## src/rtl/bb_transfer_ctrl_pkg.sv

```systemverilog
// bb_transfer_ctrl_pkg
//   Shared definitions for the bus transfer sequencer: unit index map,
//   FSM state encoding, instruction-register field positions and the
//   fixed strobe patterns used by the fetch phase.
package bb_transfer_ctrl_pkg;

  localparam int UNIT_W = 16;  // width of the one-hot enable buses
  localparam int IDX_W  = 4;   // width of a unit index

  // Unit index map
  localparam logic [IDX_W-1:0] UNIT_NULL  = 4'd0;
  localparam logic [IDX_W-1:0] UNIT_IR    = 4'd1;
  localparam logic [IDX_W-1:0] UNIT_PC    = 4'd2;
  localparam logic [IDX_W-1:0] UNIT_AR    = 4'd3;
  localparam logic [IDX_W-1:0] UNIT_DR0   = 4'd4;
  localparam logic [IDX_W-1:0] UNIT_DR1   = 4'd5;
  localparam logic [IDX_W-1:0] UNIT_CR    = 4'd6;
  localparam logic [IDX_W-1:0] UNIT_SKIN0 = 4'd12;
  localparam logic [IDX_W-1:0] UNIT_SKIN1 = 4'd13;
  localparam logic [IDX_W-1:0] UNIT_SKIN2 = 4'd14;
  localparam logic [IDX_W-1:0] UNIT_HALT  = 4'd15;

  // Instruction register fields: [7:4] source, [3:0] destination
  localparam int IR_SRC_LSB = 4;
  localparam int IR_DST_LSB = 0;

  // Bit 0 (NULL) and bit 15 (HALT pseudo-unit) are never real bus units
  localparam logic [UNIT_W-1:0] STROBE_MASK = 16'h7FFE;

  // Instruction fetch moves SKIN0 onto the bus and loads IR
  localparam logic [UNIT_W-1:0] FETCH_OEN = 16'h1000;
  localparam logic [UNIT_W-1:0] FETCH_IEN = 16'h0002;

  typedef enum logic [2:0] {
    ST_FETCH     = 3'd0,
    ST_DECODE    = 3'd1,
    ST_EXEC      = 3'd2,
    ST_SKIN_WAIT = 3'd3,
    ST_HALT      = 3'd4
  } state_t;

  // True for the three skin memory units (12..14)
  function automatic logic is_skin_unit(input logic [IDX_W-1:0] idx);
    return (idx >= UNIT_SKIN0) && (idx <= UNIT_SKIN2);
  endfunction

endpackage

```

## src/rtl/bb_transfer_ctrl_index_decode.sv

```systemverilog
// bb_index_decode
//   Converts a 4-bit unit index into a 16-bit one-hot enable vector.
//   Index 0 is the NULL unit and produces an all-zero vector.
// Ports:
//   idx     in   4   unit index
//   onehot  out  16  one-hot enable (zero for index 0)
module bb_index_decode
  import bb_transfer_ctrl_pkg::*;
(
  input  logic [IDX_W-1:0]  idx,
  output logic [UNIT_W-1:0] onehot
);

  for (genvar gi = 0; gi < UNIT_W; gi++) begin : g_bit
    if (gi == 0) begin : g_null
      assign onehot[gi] = 1'b0;
    end else begin : g_unit
      assign onehot[gi] = (idx == IDX_W'(gi));
    end
  end

endmodule

```

## src/rtl/bb_transfer_ctrl.sv

```systemverilog
// bb_transfer_ctrl
//   Fetch/decode/execute sequencer driving the one-hot unit enable buses.
//   FETCH reads an instruction word from SKIN0 into IR, DECODE splits it
//   into source/destination unit indices, and EXEC (register source) or
//   SKIN_WAIT (skin memory source) performs the single bus transfer.
//   Skin accesses are bounded by WAIT_MAX waiting cycles; on timeout the
//   sticky error flag is set and the sequencer parks in HALT.
// Ports:
//   clk            in   1           core clock
//   rst            in   1           asynchronous active-high reset
//   i_instruction  in   DATA_WIDTH  current IR contents ([7:4] src, [3:0] dst)
//   i_skin_ready   in   1           skin data valid this cycle
//   i_resume       in   1           leave HALT, clear error
//   o_unit_ien     out  16          one-hot load enable
//   o_unit_oen     out  16          one-hot output enable
//   o_skin_req     out  1           skin memory request
//   o_skin_sel     out  2           skin unit select (0..2 = unit 12..14)
//   o_halted       out  1           high in HALT
//   o_error        out  1           sticky skin timeout flag
//
// DATA_WIDTH must be at least 8; WAIT_MAX must be at least 1.
module bb_transfer_ctrl
  import bb_transfer_ctrl_pkg::*;
#(
  parameter int DATA_WIDTH = 16,
  parameter int WAIT_MAX   = 64
) (
  input  logic                  clk,
  input  logic                  rst,
  input  logic [DATA_WIDTH-1:0] i_instruction,
  input  logic                  i_skin_ready,
  input  logic                  i_resume,
  output logic [UNIT_W-1:0]     o_unit_ien,
  output logic [UNIT_W-1:0]     o_unit_oen,
  output logic                  o_skin_req,
  output logic [1:0]            o_skin_sel,
  output logic                  o_halted,
  output logic                  o_error
);

  localparam int CNT_W = (WAIT_MAX < 1) ? 1 : $clog2(WAIT_MAX + 1);
  // The WAIT_MAX-th waiting cycle is the one observed with this count
  localparam logic [CNT_W-1:0] CNT_LAST = CNT_W'(WAIT_MAX - 1);

  state_t              state_reg, state_next;
  logic [CNT_W-1:0]    wait_cnt_reg, wait_cnt_next;
  logic                req_reg, req_next;
  logic [1:0]          sel_reg, sel_next;
  logic                halted_reg, halted_next;
  logic                error_reg, error_next;
  // Strobes for a register-to-register transfer (EXEC cycle)
  logic [UNIT_W-1:0]   oen_reg, oen_next;
  logic [UNIT_W-1:0]   ien_reg, ien_next;
  // Strobe pattern armed while waiting on skin memory; it reaches the bus
  // only in the cycle the memory reports ready, because skin data is only
  // valid in that cycle.
  logic [UNIT_W-1:0]   pend_oen_reg, pend_oen_next;
  logic [UNIT_W-1:0]   pend_ien_reg, pend_ien_next;

  logic [IDX_W-1:0]    src_idx;
  logic [IDX_W-1:0]    dst_idx;
  logic [UNIT_W-1:0]   src_onehot;
  logic [UNIT_W-1:0]   dst_onehot;
  logic                skin_hit;
  logic                wait_timeout;

  assign src_idx = i_instruction[IR_SRC_LSB +: IDX_W];
  assign dst_idx = i_instruction[IR_DST_LSB +: IDX_W];

  if (DATA_WIDTH > 8) begin : g_unused_hi
    logic unused_hi;
    assign unused_hi = ^i_instruction[DATA_WIDTH-1:8];
  end

  bb_index_decode u_src_decode (
    .idx    (src_idx),
    .onehot (src_onehot)
  );

  bb_index_decode u_dst_decode (
    .idx    (dst_idx),
    .onehot (dst_onehot)
  );

  // Ready only counts while a request is actually outstanding
  assign skin_hit     = req_reg & i_skin_ready;
  assign wait_timeout = req_reg & ~i_skin_ready & (wait_cnt_reg == CNT_LAST);

  always_comb begin
    state_next    = state_reg;
    wait_cnt_next = '0;
    req_next      = 1'b0;
    sel_next      = 2'd0;
    halted_next   = 1'b0;
    error_next    = error_reg;
    oen_next      = '0;
    ien_next      = '0;
    pend_oen_next = '0;
    pend_ien_next = '0;

    case (state_reg)
      ST_FETCH: begin
        if (skin_hit) begin
          state_next = ST_DECODE;
        end else if (!req_reg) begin
          // First cycle out of reset: raise the instruction fetch request
          req_next      = 1'b1;
          pend_oen_next = FETCH_OEN;
          pend_ien_next = FETCH_IEN;
        end else if (wait_timeout) begin
          state_next  = ST_HALT;
          halted_next = 1'b1;
          error_next  = 1'b1;
        end else begin
          req_next      = 1'b1;
          wait_cnt_next = wait_cnt_reg + CNT_W'(1);
          pend_oen_next = pend_oen_reg;
          pend_ien_next = pend_ien_reg;
        end
      end

      ST_DECODE: begin
        if (src_idx == UNIT_HALT) begin
          state_next  = ST_HALT;
          halted_next = 1'b1;
        end else if (is_skin_unit(src_idx)) begin
          state_next    = ST_SKIN_WAIT;
          req_next      = 1'b1;
          // Units 12/13/14 have low bits 00/01/10, which is the select code
          sel_next      = src_idx[1:0];
          pend_oen_next = src_onehot & STROBE_MASK;
          pend_ien_next = dst_onehot & STROBE_MASK;
        end else begin
          state_next = ST_EXEC;
          oen_next   = src_onehot & STROBE_MASK;
          ien_next   = dst_onehot & STROBE_MASK;
        end
      end

      ST_EXEC: begin
        state_next    = ST_FETCH;
        req_next      = 1'b1;
        pend_oen_next = FETCH_OEN;
        pend_ien_next = FETCH_IEN;
      end

      ST_SKIN_WAIT: begin
        if (skin_hit) begin
          state_next    = ST_FETCH;
          req_next      = 1'b1;
          pend_oen_next = FETCH_OEN;
          pend_ien_next = FETCH_IEN;
        end else if (wait_timeout) begin
          state_next  = ST_HALT;
          halted_next = 1'b1;
          error_next  = 1'b1;
        end else begin
          req_next      = 1'b1;
          sel_next      = sel_reg;
          wait_cnt_next = wait_cnt_reg + CNT_W'(1);
          pend_oen_next = pend_oen_reg;
          pend_ien_next = pend_ien_reg;
        end
      end

      ST_HALT: begin
        halted_next = 1'b1;
        if (i_resume) begin
          state_next    = ST_FETCH;
          halted_next   = 1'b0;
          error_next    = 1'b0;
          req_next      = 1'b1;
          pend_oen_next = FETCH_OEN;
          pend_ien_next = FETCH_IEN;
        end
      end

      default: begin
        state_next = ST_FETCH;
      end
    endcase
  end

  always_ff @(posedge clk or posedge rst) begin
    if (rst) begin
      state_reg    <= ST_FETCH;
      wait_cnt_reg <= '0;
      req_reg      <= 1'b0;
      sel_reg      <= 2'd0;
      halted_reg   <= 1'b0;
      error_reg    <= 1'b0;
      oen_reg      <= '0;
      ien_reg      <= '0;
      pend_oen_reg <= '0;
      pend_ien_reg <= '0;
    end else begin
      state_reg    <= state_next;
      wait_cnt_reg <= wait_cnt_next;
      req_reg      <= req_next;
      sel_reg      <= sel_next;
      halted_reg   <= halted_next;
      error_reg    <= error_next;
      oen_reg      <= oen_next;
      ien_reg      <= ien_next;
      pend_oen_reg <= pend_oen_next;
      pend_ien_reg <= pend_ien_next;
    end
  end

  // The EXEC pattern and the armed skin pattern are never both non-zero
  // in the same state, so the OR stays one-hot.
  assign o_unit_oen = oen_reg | (pend_oen_reg & {UNIT_W{skin_hit}});
  assign o_unit_ien = ien_reg | (pend_ien_reg & {UNIT_W{skin_hit}});
  assign o_skin_req = req_reg;
  assign o_skin_sel = sel_reg;
  assign o_halted   = halted_reg;
  assign o_error    = error_reg;

endmodule

```

## config.mk

```make
export PLATFORM = sky130hd
export DESIGN_NAME = bb_transfer_ctrl
export DESIGN_NICKNAME = d
export VERILOG_FILES = /design/src/rtl/bb_transfer_ctrl_pkg.sv /design/src/rtl/bb_transfer_ctrl_index_decode.sv /design/src/rtl/bb_transfer_ctrl.sv
export SDC_FILE = /design/constraint.sdc
export NUM_CORES = 1
export LEC_CHECK = 0
export BUFFER_PORTS_ARGS = -buffer_cell sky130_fd_sc_hd__clkbuf_2
export CAP_MARGIN = 20
export CORE_MARGIN = 4
export CORE_UTILIZATION = 30
export DETAILED_ROUTE_END_ITERATION = 7
export SYNTH_ARGS = -nofsm -noshare
export SYNTH_HDL_FRONTEND = slang
export SYNTH_SLANG_ARGS = --single-unit
```

## constraint.sdc

```tcl
create_clock -name clk -period 2.7 [get_ports clk]
set_input_delay 0.27 -clock clk [delete_from_list [all_inputs] [get_ports clk]]
set_output_delay 0.27 -clock clk [all_outputs]
set_load 0.1 [all_outputs]
```

==> results.sh, run 1 <==
export IMPL_fin_setup_tns_ns=0
export IMPL_syn_area_um2=3223
export IMPL_fp_row_count=37
export IMPL_grt_pass1_wl_um=12470
export IMPL_synthSimpleGateAreaFrac_pct=19.76
export IMPL_power_density_nw_per_um2=765.1
export IMPL_synth_xor_area_share_pct=1.087
export IMPL_htree_levels=3
export IMPL_startpoint_type="flip-flop"
export IMPL_finalHoldViolations=0
export IMPL_die_height_um=111.7
export IMPL_fin_worst_skew_ns=0.01301
export IMPL_synthMuxAreaShare_pct=1.009
export IMPL_endpoint_kind="output port"
export IMPL_slew_viol_final=0
export IMPL_yosys_warnings=0
export IMPL_required_ns=2.43
export IMPL_grt_max_degree=33
export IMPL_r2r_end="pend_ien_reg[6]$_DFF_PP0_"
export IMPL_cts_sinks=75
export IMPL_worstPathArrival_ns=2.09
export IMPL_synth_seq_cells=75
export IMPL_grtUsageTotal_pct=12.33
export IMPL_area_growth_pct=18.01
export IMPL_async_reset_ff_share_pct=100.0
export IMPL_first_global_vias=2439
export IMPL_portBuffers=48
export IMPL_hold_end="oen_reg[8]$_DFF_PP0_"
export IMPL_worstPathMaxFanout=29
export IMPL_worst_pin_slew_ns=0.9394
export IMPL_place_hpwl_um=5184
export IMPL_drc_errors=0
export IMPL_core_um2=10420
export IMPL_maxCapViolCount=0
export IMPL_cts_buffer_depth=2
export IMPL_r2r_slack_ns=0.34
export IMPL_antennaDiodeCount=0
export IMPL_final_layout_size_suffix_gt1_share_pct=23.34
export IMPL_drt_total_wl_um=7109
export IMPL_dieArea_um2=12470
export IMPL_ys_seq_area_share_pct=58.23
export IMPL_netlist_top_cells_area="dfrtp_1 58%, a21o_1 6.3%, nor2_1 3.8%"
export IMPL_vdd_ir_drop_worst_uv=354.7
export IMPL_synth_edf_count=0
export IMPL_synth_top_area_share_pct=58.23
export IMPL_post_cts_resized=0
export IMPL_status="finished clean"
export IMPL_wire_per_inst_um=14.72
export IMPL_drt_initial_drc_count=87
export IMPL_synth_top_family_by_area="simple AND/OR/NAND/NOR gates"
export IMPL_synth_ff_type="dfrtp_1"
export IMPL_slew_headroom_pct=37.03
export IMPL_cts_tree="yes"
export IMPL_start_util_pct=30.94
export IMPL_synthCells=290
export IMPL_p_leak_nw=2.030
export IMPL_max_freq_ghz=0.4232
export IMPL_synthTopCellsByCount="75 x dfrtp_1, 33 x nor2_1, 27 x a21o_1"
export IMPL_path_class="reg -> out"
export IMPL_post_route_util_pct=36.52
export IMPL_fin_ws_ns=0.3371
export IMPL_hold_path_class="in -> reg"
export IMPL_holdCritStartpoint="i_instruction[5]"
export IMPL_setup_viol=0
export IMPL_finalCritPeriodShare_pct=87.51
export IMPL_holdWs_ns=0.1987
export IMPL_rsz0062_at_grt="false"
export IMPL_syn_mean_instance_area_um2=11.11
export IMPL_synthAdderAreaFrac_pct=0.3882
export IMPL_grt_remaining_overflow=0
export IMPL_cts_root_buffer_cell="clkbuf_8"
export IMPL_die_w_um=111.7
export IMPL_fin_crit_ns=2.363
export IMPL_nets=363
export IMPL_synth_top_area_cell="dfrtp_1"
export IMPL_min_path_cells=2
export IMPL_yosysUniqueCellTypes=48
export IMPL_first_pass_iters=4
export IMPL_antenna_found_initial=0
export IMPL_synth_compound_area_share_pct=16.19
export IMPL_io_pins=57
export IMPL_dr_total_vias=2291
export IMPL_r2r_cells=5
export IMPL_drtAntennaViolNets=0
export IMPL_clk_pin_slew_ns=0.09
export IMPL_cts_inserted_buffers=9
export IMPL_place_gp_congestion=0.7905
export IMPL_clock_latency_ns=0.35
export IMPL_pre_cts_ws_ns=0.3098
export IMPL_viasPerCell=4.743
export IMPL_r2r_start="state_reg[1]$_DFFE_PP0P_"
export IMPL_synth_most_common_cell="dfrtp_1"
## routing by layer
layer	wire, µm	GRT usage, %
met1	3381	16.94
met2	3326	19.14
met3	320	3.152
met4	80	3.893
met5	0	0
## final cells by class
cell class	count	area [µm²]
tap	136	170.2
clock buffer	10	137.6
clock inverter	6	47.55
timing repair buffer	54	287.8
inverter	7	26.28
sequential	75	1878
fill	1062	6613
multi-input combinational	195	1256
## where the power goes
| group | internal [mW] | total, mW | switching, mW |
|---|---|---|---|
| clock network | 0.367 | 0.792 | 0.425 |
| logic | 0.215 | 0.839 | 0.623 |
| registers | 1.19 | 1.28 | 0.0890 |
| total | 1.77 | 2.91 | 1.14 |
## worst max-delay path: stages, from the launching register on
cell	delay, ns
dfrtp_2	0.51
inv_1	0.14
nor2_2	0.12
buf_4	0.31
a21o_1	0.19
clkbuf_2	0.46
## cell families (layout without fill, tap and decap cells)
kind of cell	Yosys count	count (layout)
AOI/OAI and AO/OA	65	65
xor gates and xnor gates	4	4
adders and majority gates	1	1
buffers and inverters	22	77
DFF	75	75
muxes	3	3
other	1	3
and+or+nand+nor	119	119
## placed cells by master (no fill, tap or decap), types with 2 or more instances in the layout
cell,synthesis,layout
and3_1,4,4
inv_6,0,2
nand2b_1,8,8
nand2_1,17,17
a32o_1,5,5
a22o_1,4,4
nor3_1,10,10
o21ai_0,2,2
and2_1,18,18
nor2b_1,6,6
clkbuf_2,0,48
o211ai_1,2,2
o22ai_1,3,3
a21o_1,27,27
dfrtp_1,75,74
conb_1,1,3
clkinv_4,0,2
nor3b_1,2,2
a31oi_1,2,2
buf_4,0,5
or3_1,3,3
nand3_1,4,4
mux2_2,2,2
inv_1,7,6
a21oi_1,4,4
o2bb2ai_1,8,8
or3b_1,2,2
xor2_1,3,3
nor4_1,4,4
clkbuf_8,0,10
nor2_1,33,32
## worst max path at each step
stage	slack (ns)	from	to	cells past startpoint
after floorplan	0.23	o_skin_req$_DFF_PP0_	o_unit_ien[10]	5
after global placement	0.38	wait_cnt_reg[0]$_DFF_PP0_	pend_ien_reg[8]$_DFF_PP0_	6
after detailed placement	0.31	wait_cnt_reg[0]$_DFF_PP0_	pend_ien_reg[2]$_DFF_PP0_	6
after CTS	0.29	o_skin_req$_DFF_PP0_	o_unit_ien[3]	5
after global routing	0.04	wait_cnt_reg[0]$_DFF_PP0_	pend_ien_reg[3]$_DFF_PP0_	6
final	0.34	o_skin_req$_DFF_PP0_	o_unit_ien[3]	5
## timing repair
| action | in CTS | in global routing |
|---|---|---|
| endpoints found under the hold margin | 15 | 0 |
| setup buffers | 0 | 0 |
| hold buffers | 1 | 0 |
## stage by stage
step           instance area [µm²]  std cells  total power [mW]
4_1_cts                       3804        483             2.951
5_1_grt                       3804        483             3.090
6_report                      3804        483             2.910
2_1_floorplan                 3236        292             1.968
3_5_place_dp                  3608        466             2.148
3_3_place_gp                  3608        466             2.137
No activity file was read; power rests on OpenSTA's default activity.
==> run 2, diff against run 1 <==
--- a/config.mk
+++ b/config.mk
@@ -7,9 +7,12 @@
 export LEC_CHECK = 0
 export BUFFER_PORTS_ARGS = -buffer_cell sky130_fd_sc_hd__clkbuf_2
 export CAP_MARGIN = 20
+export CORE_ASPECT_RATIO = 0.75
 export CORE_MARGIN = 4
-export CORE_UTILIZATION = 30
+export CORE_UTILIZATION = 55
 export DETAILED_ROUTE_END_ITERATION = 7
+export GPL_ROUTABILITY_DRIVEN = 0
+export PLACE_DENSITY = 0.79
 export SYNTH_ARGS = -nofsm -noshare
 export SYNTH_HDL_FRONTEND = slang
 export SYNTH_SLANG_ARGS = --single-unit
==> run 2 against run 1 <==
  * Critical path depth stayed put
  * Count of clock-buffer cells in the layout is 5 higher
  * Clock skew is 0.0038 ns lower
  * Wire length is 0.56% lower
  * Combinational power is 6.7% higher
  * Clock power is 2% higher
  * Total power is 2.7% higher
  * Core utilization is 33 points higher
  * Register-to-register slack better by 0.21 ns
  * Critical endpoint is now o_unit_ien[13]
  * Largest cell class unchanged
  * Largest power group unchanged
==> results.sh, run 2 (synthesis results as in run 1) <==
export IMPL_cts_sinks=75
export IMPL_dr_total_vias=2384
export IMPL_rsz0062_at_grt="false"
export IMPL_die_height_um=74.30
export IMPL_slew_headroom_pct=62.01
export IMPL_final_cell_mix="74 x dfrtp_1, 32 x nor2_1, 31 x buf_4"
export IMPL_antenna_found_initial=0
export IMPL_first_global_vias=2387
export IMPL_htree_levels=3
export IMPL_status="finished clean"
export IMPL_cts_inserted_buffers=9
export IMPL_viasPerCell=5.636
export IMPL_drt_total_wl_um=7069
export IMPL_clkPwrFrac_pct=27.1
export IMPL_required_ns=2.43
export IMPL_setup_viol=0
export IMPL_finalCritPeriodShare_pct=88.91
export IMPL_drt_initial_drc_count=213
export IMPL_fin_ws_ns=0.2993
export IMPL_ff_latch_area_um2=1878
export IMPL_vdd_ir_drop_worst_uv=417.8
export IMPL_post_cts_resized=0
export IMPL_placed_area_um2=3612
export IMPL_die_w_um=96.40
export IMPL_startpoint_type="flip-flop"
export IMPL_cts_buffer_depth=2
export IMPL_crit_family="buffers and inverters"
export IMPL_power_density_nw_per_um2=781.1
export IMPL_crit_slowest_cell="dfrtp_2"
export IMPL_grt_max_degree=33
export IMPL_p_sw_share_pct=37.03
export IMPL_mostFrequentLayoutCell="dfrtp_1"
export IMPL_fin_setup_tns_ns=0
export IMPL_start_util_pct=58.64
export IMPL_grt_util_met1_pct=34.52
export IMPL_p_leak_nw=2.067
export IMPL_fp_row_count=23
export IMPL_cts_tree="yes"
export IMPL_drtAntennaViolNets=0
export IMPL_path_class="reg -> out"
export IMPL_fin_crit_ns=2.401
export IMPL_first_pass_iters=7
export IMPL_holdWs_ns=0.1926
export IMPL_area_growth_pct=18.67
export IMPL_combPwrFrac_pct=30.0
export IMPL_core_um2=5497
export IMPL_worstPathArrival_ns=2.13
export IMPL_total_power_mw=2.988
export IMPL_worstPathMaxFanout=20
export IMPL_busiest_layer="met1"
export IMPL_p_switching_mw=1.106
export IMPL_grtUsageTotal_pct=22.65
export IMPL_maxCapViolCount=0
export IMPL_met2_usage_pct=31.98
export IMPL_cts_root_buffer_cell="clkbuf_8"
export IMPL_final_layout_size_suffix_gt1_share_pct=22.99
export IMPL_place_hpwl_um=4951
export IMPL_nFillCells=439
export IMPL_io_pins=57
export IMPL_pre_cts_ws_ns=0.2416
export IMPL_multi_input_area_um2=1256
export IMPL_clock_latency_ns=0.35
export IMPL_nets=364
export IMPL_worst_path_buf_inv=3
export IMPL_fin_worst_skew_ns=0.009242
export IMPL_p_int_mw=1.881
export IMPL_drc_errors=0
export IMPL_path_cells="inv_1 -> nor2_2 -> buf_12 -> a21o_1 -> buf_4"
export IMPL_max_freq_ghz=0.4166
export IMPL_antennaDiodeCount=0
export IMPL_portBuffers=48
export IMPL_slew_viol_final=0
export IMPL_grtUsageMet3_pct=6.673
export IMPL_wire_per_inst_um=16.71
export IMPL_worst_pin_slew_ns=0.5698
export IMPL_hold_path_class="in -> reg"
export IMPL_clk_pin_slew_ns=0.07
export IMPL_p_seq_share_pct=42.9
export IMPL_dieArea_um2=7162
export IMPL_critPathMaxStageDelay_ns=0.52
export IMPL_finalInstanceArea_um2=3825
export IMPL_endpoint_kind="output port"
export IMPL_grt_pass1_wl_um=12080
export IMPL_finalHoldViolations=0
export IMPL_grt_remaining_overflow=0
-- run 2: changes by cell type in the layout (fill, tap and decap cells not counted), sizes merged --
cell      previous run  this run
clkinv               3         1
clkinvlp             1         0
inv                  9         7
clkbuf              58        36
buf                  5        33
-- run 2: area by class of cell --
| type | count | share of cell area, % |
|---|---|---|
| Clock buffer | 15 | 4.874 |
| Clock inverter | 1 | 0.1308 |
| Inverter | 7 | 0.6869 |
| Multi-Input combinational cell | 195 | 32.84 |
| Sequential cell | 75 | 49.10 |
| Tap cell | 75 | 2.453 |
| Timing Repair Buffer | 55 | 9.912 |
-- run 2: path summary, 6_finish.rpt --
path | startpoint | to | slack, ns | cells past startpoint
max in group asynchronous | rst | pend_oen_reg[15]$_DFF_PP0_ | 1.46 | 4
hold / removal | i_instruction[5] | oen_reg[4]$_DFF_PP0_ | 0.19 | 2
min in group asynchronous | rst | pend_ien_reg[12]$_DFF_PP0_ | 0.47 | 3
setup / recovery | o_skin_req$_DFF_PP0_ | o_unit_ien[13] | 0.30 | 5
setup reg to reg | state_reg[0]$_DFFE_PP0P_ | pend_ien_reg[5]$_DFF_PP0_ | 0.55 | 4
hold reg to reg | wait_cnt_reg[0]$_DFF_PP0_ | wait_cnt_reg[0]$_DFF_PP0_ | 0.48 | 1
-- run 2: metal layers --
layer	up-vias	routed length, µm	part of all wire, %
met5	-	0	0
met4	0	87	1.2
met3	7	461	6.5
met2	73	3142	44
met1	1180	3377	48
li1	1124	-	-
-- run 2: per-stage QoR --
stage	instances	utilization [%]
floorplan	292	-
global route	423	69.59
finish	423	69.59
global placement	405	65.72
CTS	422	69.38
detailed placement	405	65.72
-- run 2: repair_timing --
action | in CTS | in global routing
buffers inserted | 0 | 0
hold buffers | 1 | 0
hold endpoints to repair | 21 | 0
-- run 2: power by group through the flow --
stage / clock network [mW] / logic, mW / registers [mW]
final: 0.811 / 0.895 / 1.28
after global routing: 0.869 / 0.974 / 1.29
after CTS: 0.822 / 0.877 / 1.28
after detailed placement: 0 / 0.867 / 1.30
after global placement: 0 / 0.846 / 1.29
after floorplan: 0 / 0.658 / 1.31
-- run 2: worst register-to-register path, stage by stage, from the launching register on --
cell	delay, ns
dfrtp_1	0.54
or3b_1	0.55
nor3b_4	0.52
nand2_1	0.26
o2bb2ai_1	0.21
